### config.mk
export PLATFORM = sky130hd
export DESIGN_NAME = register_bus_master
export DESIGN_NICKNAME = d
export VERILOG_FILES = /design/src/rtl/register_bus_pkg.sv /design/src/rtl/register_bus_decoder.sv /design/src/rtl/register_bus_master.sv
export SDC_FILE = /design/constraint.sdc
export NUM_CORES = 1
export LEC_CHECK = 0
export CAP_MARGIN = 20
export CORE_MARGIN = 3
export CORE_UTILIZATION = 35
export CTS_CLUSTER_SIZE = 24
export DETAILED_ROUTE_END_ITERATION = 8
export DONT_BUFFER_PORTS = 1
export PLACE_DENSITY_LB_ADDON = 0.1
export SYNTH_ARGS = -nofsm -noshare
export SYNTH_HDL_FRONTEND = slang
export SYNTH_HIERARCHICAL = 1
export SYNTH_SLANG_ARGS = --single-unit
### constraint.sdc
create_clock -name clk -period 2 [get_ports clk]
set_clock_uncertainty 0.05 [all_clocks]
set_input_delay 0.4 -clock clk [delete_from_list [all_inputs] [get_ports clk]]
set_output_delay 0.4 -clock clk [all_outputs]
set_load 0.005 [all_outputs]
### src/rtl/register_bus_pkg.sv
// Shared types for the register bus initiator: command opcodes, sequencer states
// and the index-width helper used to size register select fields.
package register_bus_pkg;

  typedef enum logic [1:0] {
    OP_NOP   = 2'b00,
    OP_MOVE  = 2'b01,
    OP_LOADI = 2'b10,
    OP_READ  = 2'b11
  } op_e;

  typedef enum logic [1:0] {
    ST_IDLE = 2'b00,
    ST_RD   = 2'b01,
    ST_WR   = 2'b10,
    ST_RSP  = 2'b11
  } state_e;

  // Select fields stay at least one bit wide even for a single register.
  function automatic int idx_width(input int n);
    return (n > 1) ? $clog2(n) : 1;
  endfunction

endpackage

### src/rtl/register_bus_decoder.sv
// Index-to-one-hot strobe decoder; the vector is all zeros when en_i is low.
module register_bus_decoder
  import register_bus_pkg::*;
#(
  parameter int NUM_REGS = 8,
  parameter int IDX_W    = idx_width(NUM_REGS)
) (
  input  logic [IDX_W-1:0]    idx_i,
  input  logic                en_i,
  output logic [NUM_REGS-1:0] onehot_o
);

  genvar gi;
  generate
    for (gi = 0; gi < NUM_REGS; gi++) begin : g_bit
      assign onehot_o[gi] = en_i && (idx_i == IDX_W'(gi));
    end
  endgenerate

endmodule

### src/rtl/register_bus_master.sv
// Sole initiator of the shared register bus: sequences MOVE/LOADI/READ commands
// into one-hot read/save strobes, with every bus-facing output taken from registered state.
module register_bus_master
  import register_bus_pkg::*;
#(
  parameter int    UUID      = 0,
  parameter string NAME      = "",
  parameter int    NUM_REGS  = 8,
  parameter int    BIT_WIDTH = 8,
  parameter int    IDX_W     = idx_width(NUM_REGS)
) (
  input  logic                 clk,
  input  logic                 rst,
  input  logic                 cmd_valid,
  output logic                 cmd_ready,
  input  logic [1:0]           cmd_op,
  input  logic [IDX_W-1:0]     cmd_src,
  input  logic [IDX_W-1:0]     cmd_dst,
  input  logic [BIT_WIDTH-1:0] cmd_imm,
  output logic [NUM_REGS-1:0]  rd_en,
  output logic [NUM_REGS-1:0]  wr_en,
  input  logic [BIT_WIDTH-1:0] bus_in,
  output logic [BIT_WIDTH-1:0] bus_out,
  output logic                 bus_drive,
  output logic                 rsp_valid,
  input  logic                 rsp_ready,
  output logic [BIT_WIDTH-1:0] rsp_data,
  output logic                 err
);

  if (NUM_REGS < 2 || NUM_REGS > 16 || UUID < 0) begin : g_bad_cfg
    $error("register_bus_master %s: unsupported NUM_REGS %0d", NAME, NUM_REGS);
  end

  state_e                 state_q, state_d;
  op_e                    op_q;
  logic [IDX_W-1:0]       src_q, dst_q;
  logic [BIT_WIDTH-1:0]   hold_q;
  logic                   err_q;
  logic                   accept;
  logic                   idx_bad;
  logic                   rd_sel, wr_sel;

  function automatic logic in_range(input logic [IDX_W-1:0] idx);
    return int'(idx) < NUM_REGS;
  endfunction

  // Only the indices an opcode actually uses can cause a rejection.
  always_comb begin
    idx_bad = 1'b0;
    case (op_e'(cmd_op))
      OP_MOVE:  idx_bad = !in_range(cmd_src) || !in_range(cmd_dst);
      OP_LOADI: idx_bad = !in_range(cmd_dst);
      OP_READ:  idx_bad = !in_range(cmd_src);
      default:  idx_bad = 1'b0;
    endcase
  end

  assign cmd_ready = (state_q == ST_IDLE) && !rst;
  assign accept    = cmd_valid && cmd_ready;

  always_ff @(posedge clk) begin
    if (rst) begin
      state_q <= ST_IDLE;
    end else begin
      state_q <= state_d;
    end
  end

  always_comb begin
    state_d = state_q;
    case (state_q)
      ST_IDLE: begin
        if (accept && !idx_bad) begin
          case (op_e'(cmd_op))
            OP_MOVE, OP_READ: state_d = ST_RD;
            OP_LOADI:         state_d = ST_WR;
            default:          state_d = ST_IDLE;
          endcase
        end
      end
      ST_RD:   state_d = (op_q == OP_READ) ? ST_RSP : ST_WR;
      ST_WR:   state_d = ST_IDLE;
      ST_RSP:  state_d = rsp_ready ? ST_IDLE : ST_RSP;
      default: state_d = ST_IDLE;
    endcase
  end

  // Command fields are latched only for commands that will actually run.
  always_ff @(posedge clk) begin
    if (rst) begin
      op_q   <= OP_NOP;
      src_q  <= '0;
      dst_q  <= '0;
      hold_q <= '0;
      err_q  <= 1'b0;
    end else begin
      err_q <= accept && idx_bad;
      if (accept && !idx_bad) begin
        op_q  <= op_e'(cmd_op);
        src_q <= cmd_src;
        dst_q <= cmd_dst;
        if (op_e'(cmd_op) == OP_LOADI) begin
          hold_q <= cmd_imm;
        end
      end else if (state_q == ST_RD) begin
        hold_q <= bus_in;
      end
    end
  end

  always_comb begin
    rd_sel    = 1'b0;
    wr_sel    = 1'b0;
    bus_drive = 1'b0;
    bus_out   = '0;
    rsp_valid = 1'b0;
    rsp_data  = '0;
    case (state_q)
      ST_RD: rd_sel = 1'b1;
      ST_WR: begin
        wr_sel    = 1'b1;
        bus_drive = 1'b1;
        bus_out   = hold_q;
      end
      ST_RSP: begin
        rsp_valid = 1'b1;
        rsp_data  = hold_q;
      end
      default: ;
    endcase
  end

  assign err = err_q;

  register_bus_decoder #(
    .NUM_REGS (NUM_REGS),
    .IDX_W    (IDX_W)
  ) u_rd_dec (
    .idx_i    (src_q),
    .en_i     (rd_sel),
    .onehot_o (rd_en)
  );

  register_bus_decoder #(
    .NUM_REGS (NUM_REGS),
    .IDX_W    (IDX_W)
  ) u_wr_dec (
    .idx_i    (dst_q),
    .en_i     (wr_sel),
    .onehot_o (wr_en)
  );

endmodule

==> flow_summary.ini <==
[yosys]
ys_ff_latch = 18
synth_xor_area_frac = 0
seq_area_frac_synth = 0.306
synthAdderAreaFrac = 0
synth_area_um2 = 1180
syn_avg_cell_area_um2 = 9.06
synth_compound_area_frac = 0.153
synth_simple_gate_area_frac = 0.408
synth_cell_types = 26
syn-instance-count = 130
yosys_warnings = 6
synth_top_family_by_area = simple AND/OR/NAND/NOR gates
synth_fp_nets = 158
muxShareOfSynthArea = 0.0680

[cts]
clk_latency_ns = 0.29
cts.htree.levels = 1
cts_root_buffer = clkbuf_4
ctsHoldBuffers = 0
post-cts-setup-buffers = 0
clkTransAtPathRegs_ns = 0.11
cts_tree = done
ctsLongestPathBuffers = 2
cts_made_buffers = 3
cts_sinks = 18

[critical_path]
cp_num_buf_inv = 0
cp-end-kind = output port
cp_top_family = flip-flops
reg2reg_depth = 3
r2r_setup_slack_ns = 0.25
cp_slowest_stage_delay_ns = 0.55
reg2reg_from = state_q[0]
r2r_end = hold_q[7]
critPathLaunchType = flip-flop
arrival_ns = 1.39
critical_path_class = reg -> out
critPathSlowestCell = dfxtp_1
cp.required_ns = 1.55
cp_max_fo = 9
critical_path.cell_chain = nor2b_4, nor4b_2

[timing]
worst_slack_ns = 0.162
hold_violations = 0
hold-worst-slack_ns = 0.110
drv_slew = 0
tightestPinTransition_ns = 0.688
fin_tns_setup_ns = 0
finalCritPeriodShare = 0.919
max_freq_ghz = 0.544
slew_headroom = 0.541
rsz0062_at_grt = true
setup_viol = 0
fin_crit_ns = 1.84

[global_routing]
gr-total-overflow = 0
grt_max_degree = 25
grt_pass1_wl_mm = 5.01
antenna_found_initial = 0
grt_pass1_vias = 979
track_usage = 0.155

[run]
cap_violations = 0

[routing]
dr.pass1.iters = 4
avgViaCountPerCell = 5.99
drtIter0Drc = 50
remaining_drc_errors = 0
wl_per_cell_um = 17.4
wirelength_mm = 3.00
num_vias = 1037
antenna_left = 0

[floorplanning]
die_h_um = 64
io_pins = 64
die_area_um2 = 4100
die_x_um = 64
core_area_um2 = 3130
fp-row-count = 20
initial_core_util = 0.376

[final_layout]
diodes = 0
area_growth_pct = 7.54
fill_cells = 334
multi_input_area_um2 = 754
finish.utilization = 0.405
drive_gt1_frac = 0.240
ff_latch_area_um2 = 360
layout_commonest_cell = dfxtp_1
final_nets = 158
layout_common_cells = dfxtp_1, and3_1, a211oi_1

[placed_design]
place_congestion = 0.743
dp_hpwl_mm = 2.14
io_buffer_count = 0
dpl_worst_slack_ns = 0.265

[hold_path]
hold_path_end = state_q[0]
min_delay_path_depth = 1
hold_path_class = in -> reg
min_from = rst

[pwr]
power_density_nw_per_um2 = 602
p_leak_nw = 0.493
peakVddDrop_mv = 0.324
p_total_mw = 0.762

[run_status]
outcome = finished clean
[cells by family after synthesis]
group	Yosys count
muxes	8
other	1
DFF	18
AOI/OAI and AO/OA	28
buffers and inverters	14
and+or+nand+nor	61
[worst max-delay path by stage]
stage                from  slack [ns]  cells after the start        end
2_1_floorplan  state_q[1]        0.28                      5   wr_en[3]
3_3_place_gp   state_q[0]        0.36                      2   rd_en[0]
3_5_place_dp   state_q[0]        0.27                      3  hold_q[0]
4_1_cts        state_q[1]        0.05                      3   wr_en[0]
5_1_grt        state_q[1]       0.001                      3   wr_en[0]
6_report       state_q[0]        0.16                      2   rd_en[0]
[report_power, final]
| group | total (mW) | leakage (nW) | switching, mW | internal (mW) |
|---|---|---|---|---|
| combinational | 0.114 | 0.324 | 0.0561 | 0.0581 |
| sequential | 0.417 | 0.148 | 0.0318 | 0.386 |
| clock | 0.231 | 0.0210 | 0.120 | 0.111 |
[cell usage after synthesis]
cell / count / area share
nand2b_1: 8 / 0.043
a211oi_1: 16 / 0.10
and4bb_2: 6 / 0.064
nor4bb_1: 1 / 0.0085
nor4b_2: 3 / 0.038
and4b_2: 6 / 0.057
mux2i_1: 8 / 0.068
conb_1: 1 / 0.0032
nor3_1: 1 / 0.0042
buf_4: 1 / 0.0064
clkbuf_1: 8 / 0.026
and3b_1: 1 / 0.0074
buf_6: 2 / 0.019
nand4bb_1: 1 / 0.0096
buf_2: 1 / 0.0042
nor2_1: 3 / 0.0096
a21oi_1: 3 / 0.013
and3_1: 16 / 0.085
nor4b_4: 1 / 0.020
dfxtp_1: 18 / 0.31
o21ai_0: 9 / 0.038
nand4_1: 1 / 0.0053
nand2_1: 9 / 0.029
inv_1: 2 / 0.0064
nor2b_1: 2 / 0.011
and4_2: 2 / 0.017
[state kept, by name, summed over array words and instances, names as in the netlist]
signal and flops:
op_q 2, dst_q 3, state_q 2, hold_q 8, src_q 3
[through the flow]
stage,instances,instance area [um2]
6_report,173,1270
5_1_grt,173,1270
3_3_place_gp,169,1220
4_1_cts,173,1260
3_5_place_dp,169,1220
2_1_floorplan,130,1180
[layer usage]
layer / wire length, um / track usage
met5: 0 / 0
met4: 55 / 0.0620
met3: 273 / 0.0580
met2: 1400 / 0.258
met1: 1280 / 0.178
[final cells by class]
type | instances | share of cell area
Multi-Input combinational cell | 98 | 0.596
Sequential cell | 18 | 0.285
Tap cell | 44 | 0.0435
Timing Repair Buffer | 7 | 0.0415
Clock buffer | 4 | 0.0287
Inverter | 2 | 0.00593
[repair_timing]
item                       4_1_cts  5_1_grt
resized for setup                1        2
setup endpoints to repair        8       16
pin swaps                        0        0
(Power assumes the default switching activity.)
